### config.mk
export PLATFORM = sky130hd
export DESIGN_NAME = ex_stage
export DESIGN_NICKNAME = d
export VERILOG_FILES = /design/src/rtl/ex_stage.sv
export SDC_FILE = /design/constraint.sdc
export NUM_CORES = 1
export LEC_CHECK = 0
export ABC_AREA = 0
export CORE_ASPECT_RATIO = 1.2
export CORE_MARGIN = 3
export CORE_UTILIZATION = 50
export CTS_CLUSTER_DIAMETER = 100
export CTS_CLUSTER_SIZE = 40
export DETAILED_ROUTE_END_ITERATION = 7
export PLACE_DENSITY = 0.79
export SETUP_SLACK_MARGIN = 0.4
export SLEW_MARGIN = 20
export SYNTH_ARGS = -nofsm -noshare
export SYNTH_HDL_FRONTEND = slang
export SYNTH_SLANG_ARGS = --single-unit
### constraint.sdc
create_clock -name clk -period 0.8 [get_ports clk]
set_clock_uncertainty 0.05 [all_clocks]
set_input_delay 0.12 -clock clk [delete_from_list [all_inputs] [get_ports clk]]
set_output_delay 0.12 -clock clk [all_outputs]
set_load 0.05 [all_outputs]
### src/rtl/ex_stage.sv
// Execute stage of the 5-stage MIPS-style pipeline: operand select, ALU, branch target,
// destination select, all captured in the EX/MEM pipeline register (latency 1).
module ex_stage #(
    parameter int NB_data = 32,
    parameter int NB_addr = 5
) (
    input  logic               clk,
    input  logic               reset,
    input  logic [NB_data-1:0] in_branch,
    input  logic [7:0]         in_ex,
    input  logic [2:0]         in_mem,
    input  logic [1:0]         in_wb,
    input  logic [NB_data-1:0] in_reg1,
    input  logic [NB_data-1:0] in_reg2,
    input  logic [NB_data-1:0] in_inmediato,
    input  logic [NB_addr-1:0] in_shamt,
    input  logic [NB_addr-1:0] in_rt,
    input  logic [NB_addr-1:0] in_rd,
    input  logic [NB_data-1:0] in_jump_reg,
    output logic [NB_data-1:0] out_branch,
    output logic [NB_data-1:0] out_alu,
    output logic [NB_addr-1:0] out_reg_dest,
    output logic [NB_data-1:0] out_w_data,
    output logic               out_zero,
    output logic               out_sign,
    output logic [2:0]         out_mem,
    output logic [1:0]         out_wb,
    output logic [NB_data-1:0] out_jump_reg
);

    localparam logic [3:0] OP_SLL  = 4'd0;
    localparam logic [3:0] OP_SRL  = 4'd1;
    localparam logic [3:0] OP_SRA  = 4'd2;
    localparam logic [3:0] OP_SLLV = 4'd3;
    localparam logic [3:0] OP_SRLV = 4'd4;
    localparam logic [3:0] OP_SRAV = 4'd5;
    localparam logic [3:0] OP_ADD  = 4'd6;
    localparam logic [3:0] OP_SUB  = 4'd7;
    localparam logic [3:0] OP_AND  = 4'd8;
    localparam logic [3:0] OP_OR   = 4'd9;
    localparam logic [3:0] OP_XOR  = 4'd10;
    localparam logic [3:0] OP_NOR  = 4'd11;
    localparam logic [3:0] OP_SLT  = 4'd12;
    localparam logic [3:0] OP_LUI  = 4'd13;

    logic [NB_data-1:0] op_b_s;
    logic [NB_addr-1:0] var_sh_s;
    logic [NB_data-1:0] alu_d,      alu_q;
    logic [NB_data-1:0] branch_d,   branch_q;
    logic [NB_addr-1:0] reg_dest_d, reg_dest_q;
    logic               zero_d,     zero_q;
    logic               sign_d,     sign_q;
    logic [NB_data-1:0] w_data_q;
    logic [2:0]         mem_q;
    logic [1:0]         wb_q;
    logic [NB_data-1:0] jump_reg_q;

    // Jump qualifiers are consumed by IF; they are deliberately ignored here.
    logic unused_ex_s;
    assign unused_ex_s = ^in_ex[1:0];

    // ALU, branch target and destination select ahead of the pipeline register
    always_comb begin
        op_b_s     = in_ex[6] ? in_inmediato : in_reg2;
        var_sh_s   = in_reg1[NB_addr-1:0];
        alu_d      = {NB_data{1'b0}};
        case (in_ex[5:2])
            OP_SLL:  alu_d = op_b_s << in_shamt;
            OP_SRL:  alu_d = op_b_s >> in_shamt;
            OP_SRA:  alu_d = $unsigned($signed(op_b_s) >>> in_shamt);
            OP_SLLV: alu_d = op_b_s << var_sh_s;
            OP_SRLV: alu_d = op_b_s >> var_sh_s;
            OP_SRAV: alu_d = $unsigned($signed(op_b_s) >>> var_sh_s);
            OP_ADD:  alu_d = in_reg1 + op_b_s;
            OP_SUB:  alu_d = in_reg1 - op_b_s;
            OP_AND:  alu_d = in_reg1 & op_b_s;
            OP_OR:   alu_d = in_reg1 | op_b_s;
            OP_XOR:  alu_d = in_reg1 ^ op_b_s;
            OP_NOR:  alu_d = ~(in_reg1 | op_b_s);
            OP_SLT:  alu_d = ($signed(in_reg1) < $signed(op_b_s)) ?
                             {{(NB_data-1){1'b0}}, 1'b1} : {NB_data{1'b0}};
            OP_LUI:  alu_d = op_b_s << 5'd16;
            default: alu_d = {NB_data{1'b0}};
        endcase
        zero_d     = (alu_d == {NB_data{1'b0}});
        sign_d     = alu_d[NB_data-1];
        branch_d   = in_branch + (in_inmediato << 2);
        reg_dest_d = in_ex[7] ? in_rd : in_rt;
    end

    // EX/MEM pipeline register, loads every cycle
    always_ff @(posedge clk or negedge reset) begin
        if (!reset) begin
            alu_q      <= {NB_data{1'b0}};
            branch_q   <= {NB_data{1'b0}};
            reg_dest_q <= {NB_addr{1'b0}};
            w_data_q   <= {NB_data{1'b0}};
            zero_q     <= 1'b0;
            sign_q     <= 1'b0;
            mem_q      <= 3'd0;
            wb_q       <= 2'd0;
            jump_reg_q <= {NB_data{1'b0}};
        end else begin
            alu_q      <= alu_d;
            branch_q   <= branch_d;
            reg_dest_q <= reg_dest_d;
            w_data_q   <= in_reg2;
            zero_q     <= zero_d;
            sign_q     <= sign_d;
            mem_q      <= in_mem;
            wb_q       <= in_wb;
            jump_reg_q <= in_jump_reg;
        end
    end

    assign out_alu      = alu_q;
    assign out_branch   = branch_q;
    assign out_reg_dest = reg_dest_q;
    assign out_w_data   = w_data_q;
    assign out_zero     = zero_q;
    assign out_sign     = sign_q;
    assign out_mem      = mem_q;
    assign out_wb       = wb_q;
    assign out_jump_reg = jump_reg_q;

endmodule

==> metrics.yaml, run 1 <==
status:
  outcome: "stopped before the end"
  haltStage: "global routing"
  tool.error: "[ERROR GRT-0116] Global routing finished with congestion. Check the congestion regions in the DRC Viewer."
grt:
  grt_max_degree: 43
  grt_pass1_vias: 37260
  grt_util_all_layers_pct: 100.4
  grt_overflow_total: 3011
  grt_pass1_wl_mm: 276.8
synth:
  ys.flop_type: "dfrtp_1"
  yosysTopAreaCellShare_pct: 20.15
  synth.avg_cell_area_um2: 8.112
  ys_top_cells_by_area: "dfrtp_1 (20%), mux2i_1 (10%), ha_1 (9.5%)"
  synthesis.area_mm2: 0.01726
  synth_edf_count: 0
  ys_seq_area_share_pct: 20.15
  synth_top_area_cell: "dfrtp_1"
  async_reset_ff_share_pct: 100.0
  ys_ff_latch: 139
  syn_inst: 2128
  synth_cell_types: 96
  synthesis.nets: 2452
  yosys_warnings: 0
clock_network:
  cts_max_level: 4
  clockBufferDepth: 2
  cts_sinks: 139
  clockRootBuffer: "clkbuf_16"
  cts_made_buffers: 17
place:
  place.detailed.hpwl_mm: 88.86
  port_buffers: 327
  gp_congestion: 1.397
  placed_cell_area_mm2: 0.02913
floorplan:
  initial_utilization_pct: 51.35
  io_pins: 330
  rows: 73
  die_h_um: 209.5
  fp.dieW_um: 175.6
kinds of logic after synthesis:
logic type | synth area share [%]
AO/OA/AOI/OAI | 25.94
XOR/XNOR | 3.146
adder cells (fa/ha/maj) | 9.843
buffers and inverters | 5.973
flip-flops | 20.15
multiplexers | 17.18
AND/OR/NAND/NOR | 17.77
per-layer routing:
layer  track usage [%]  overflow
met1             90.86       161
met2             121.4      1860
met3             84.04       184
met4             111.5       762
met5             69.49        44
Yosys cell counts (21+ instances only):
master / n
o211ai_1: 36
a22oi_1: 25
xnor2_1: 53
mux2_2: 30
dfrtp_1: 139
nor3_1: 59
o221ai_1: 23
buf_2: 31
inv_1: 87
nand2_1: 195
nand3_1: 35
a211oi_1: 43
a21oi_1: 137
a31oi_1: 21
clkbuf_1: 80
mux4_2: 25
ha_1: 131
o21ai_0: 106
mux2i_1: 174
nor2_1: 212
o22ai_1: 38
a21o_1: 22
through the flow:
| stage | setup TNS [ns] | utilization (%) | setup WS, ns | instances |
|---|---|---|---|---|
| 3_5_place_dp | -169.72 | 86.66 | -4.451 | 3607 |
| 4_1_cts | -171.50 | 97.30 | -3.339 | 3771 |
| 3_3_place_gp | -157.24 | 86.66 | -4.064 | 3607 |
| 2_1_floorplan | -108.27 | - | -3.426 | 2128 |
repair_timing:
item | CTS
gates resized for setup | 501
pin swaps | 137
hold endpoints to repair | 149
endpoints found under the setup margin | 209
buffers inserted | 131
cloned | 2
==> inputs of run 2 (changes only) <==
Settings changed: CORE_ASPECT_RATIO 1.2 to not set, CORE_UTILIZATION 50 to 35, CTS_CLUSTER_DIAMETER 100 to not set, CTS_CLUSTER_SIZE 40 to not set, PLACE_DENSITY 0.79 to not set, PLACE_DENSITY_LB_ADDON set to 0.15, SETUP_SLACK_MARGIN 0.4 to not set.
==> run 2 against run 1 <==
The flow now finishes, with violations (setup timing); synthesized cell count is the same; synthesized area is the same.
==> metrics.yaml, run 2 <==
status:
  outcome: "finished with violations"  # was stopped before the end
  violations: "setup timing"
synth:
  yosys.cell_count.top_type: "nor2_1"  # unchanged
  syn_inst: 2128  # unchanged
  synthesis.nets: 2452  # unchanged
  synth.avg_cell_area_um2: 8.112  # unchanged
  ys_ff_latch: 139  # unchanged
  yosysTopAreaCellShare_pct: 20.15  # unchanged
  synth_cell_types: 96  # unchanged
  yosys_warnings: 0  # unchanged
  ys.flop_type: "dfrtp_1"  # unchanged
  synth_top_area_cell: "dfrtp_1"  # unchanged
  yosys-top-cells-count: "nor2_1 (212), nand2_1 (195), mux2i_1 (174)"  # unchanged
  ys_top_cells_by_area: "dfrtp_1 (20%), mux2i_1 (10%), ha_1 (9.5%)"  # unchanged
  synthesis.area_mm2: 0.01726  # unchanged
  synth_edf_count: 0  # unchanged
  async_reset_ff_share_pct: 100.0  # unchanged
  ys_seq_area_share_pct: 20.15  # unchanged
timing:
  hold_viol: 0
  fin_tns_setup_ns: -177.60
  worst_slew_pin_slew_ns: 1.043
  slew_viol_final: 0
  rsz0062_at_grt: "true"
  setup_viol: 209
  worst_hold_slack_ns: 0.01123
  fin_ws_ns: -3.648
  fin_crit_ns: 4.448
  fin_crit_sh_pct: 556.0
  fmax_mhz: 224.8
  slew_headroom_pct: 30.22
clock_network:
  clk_pin_slew_ns: 0.07
  clockBufferDepth: 2  # unchanged
  cts_made_buffers: 17  # unchanged
  cts_sinks: 139  # unchanged
  clockRootBuffer: "clkbuf_16"  # unchanged
  cts_tree: "done"
  cts_max_level: 4  # unchanged
power:
  power_mw: 50.92
  leakagePower_nw: 15.96
  vdd_drop_max_mv: 1.740
  power_density_mw_per_mm2: 1462
critical_path:
  cpLargestDelayFamily: "simple AND/OR/NAND/NOR gates"
  path_class: "in -> reg"
  worstPathCellList: "buf_16, mux2i_4, inv_2, ha_4, fa_2, or2_4, a211oi_4, o221ai_4, a21boi_1, o32a_1, a22oi_2, or4_4, or4_1, nor4_2, buf_4, and4b_2, and4bb_1, nand4b_1, nor4_2"
  cpMostUsedCell: "nor4_2"
  slowest_stage: "or4_1"
  arrival_ns: 4.79
  worstPathRequired_ns: 1.14
  startpoint_type: "input port"
  crit_path_max_incr_delay_ns: 0.53
  crit_path_max_fanout: 6
  end_kind: "register"
  crit_buf_inv: 3
floorplan:
  initial_utilization_pct: 35.78  # was 51.35%
  rows: 80  # was 73
  die_h_um: 228.1  # was 209.5 um
  io_pins: 330  # unchanged
  die_area_mm2: 0.05202
  fp.dieW_um: 228.1  # was 175.6 um
  core_mm2: 0.04825
grt:
  grt_max_degree: 51
  grt_pass1_wl_mm: 178.2
  grt_pass1_vias: 25820
  antenna_found_initial: 6
  grt_util_all_layers_pct: 46.27
  grt_overflow_total: 0
final_layout:
  final_common_cell: "buf_4"
  multiInputGateArea_mm2: 0.01506
  drive_gt1_share_pct: 49.53
  regArea_mm2: 0.003480
  syn2layout_area_growth_pct: 101.8
  nets: 3820
  fillers: 3492
  final_cell_mix: "buf_4 (981), nor2_1 (195), buf_12 (186)"
route:
  vias: 26000
  avgRoutedWirePerCell_um: 30.54
  drtPass1Iterations: 8
  drc: 0
  vias_per_cell: 6.237
  drt_iter0_drc: 3312
  ant_nets: 0
  routed_wl_mm: 127.3
place:
  port_buffers: 327  # unchanged
  pre_cts_slack_ns: -4.787  # was -4.451 ns
  gp_congestion: 1.156  # was 1.397
  place.detailed.hpwl_mm: 95.88  # was 88.86 mm
hold_path:
  hold_class: "in -> async"
flow_run:
  cap_violations: 0
==> run 2: cell families after synthesis <==
group                      Yosys count  share of synthesized area, %
adders and majority gates          134                         9.843
and+or+nand+nor                    651                         17.77
muxes                              250                         17.18
AOI/OAI and AO/OA                  652                         25.94
xor gates and xnor gates            62                         3.146
DFF                                139                         20.15
buffers and inverters              240                         5.973
==> run 2: repair_timing <==
item	in CTS	in global routing
hold buffers	27	4
gates resized for setup	424	163
buffers inserted	110	57
pin swaps	128	105
gates cloned	1	0
endpoints found under the setup margin	202	207
hold endpoints to repair	166	4
==> run 2: layout make-up <==
cell class	count	share of cell area, %
Inverter	99	1.110
Tap cell	656	2.357
Multi-Input combinational cell	1750	43.24
Clock buffer	17	1.221
Clock inverter	15	0.4886
Timing Repair Buffer	1489	41.56
Sequential cell	139	9.991
Antenna cell	4	0.02874
==> run 2: path summary, 6_finish.rpt <==
| kind | start | endpoint | cells after the start |
|---|---|---|---|
| worst min-delay path | reset | out_branch[8] | 2 |
| min in group clk | in_jump_reg[11] | out_jump_reg[11] | 1 |
| worst max-delay path | in_ex[6] | out_zero | 19 |
| max in group asynchronous | reset | out_alu[31] | 3 |
==> run 2: stage by stage <==
stage	area (um2)	cells	utilization, %
6_report	34830	4169	72.19
5_1_grt	34820	4166	72.17
4_1_cts	33840	4127	70.14
3_5_place_dp	30600	3968	63.42
3_3_place_gp	30600	3968	63.42
2_1_floorplan	17920	2128	-
==> run 2: layer usage <==
metal	GRT usage, %	share of wire, %	vias up
met4	31.37	8.7	6
met5	0	0.079	-
li1	-	-	10740
met3	13.47	12	694
met2	72.07	44	2175
met1	55.22	36	12390
==> run 2: power breakdown <==
group / total [mW] / internal [mW] / switching, mW
sequential: 8.68 / 7.87 / 0.810
clock: 8.60 / 4.45 / 4.15
combinational: 33.6 / 16.1 / 17.5
total: 50.9 / 28.5 / 22.5
No activity file was read; power rests on OpenSTA's default activity.
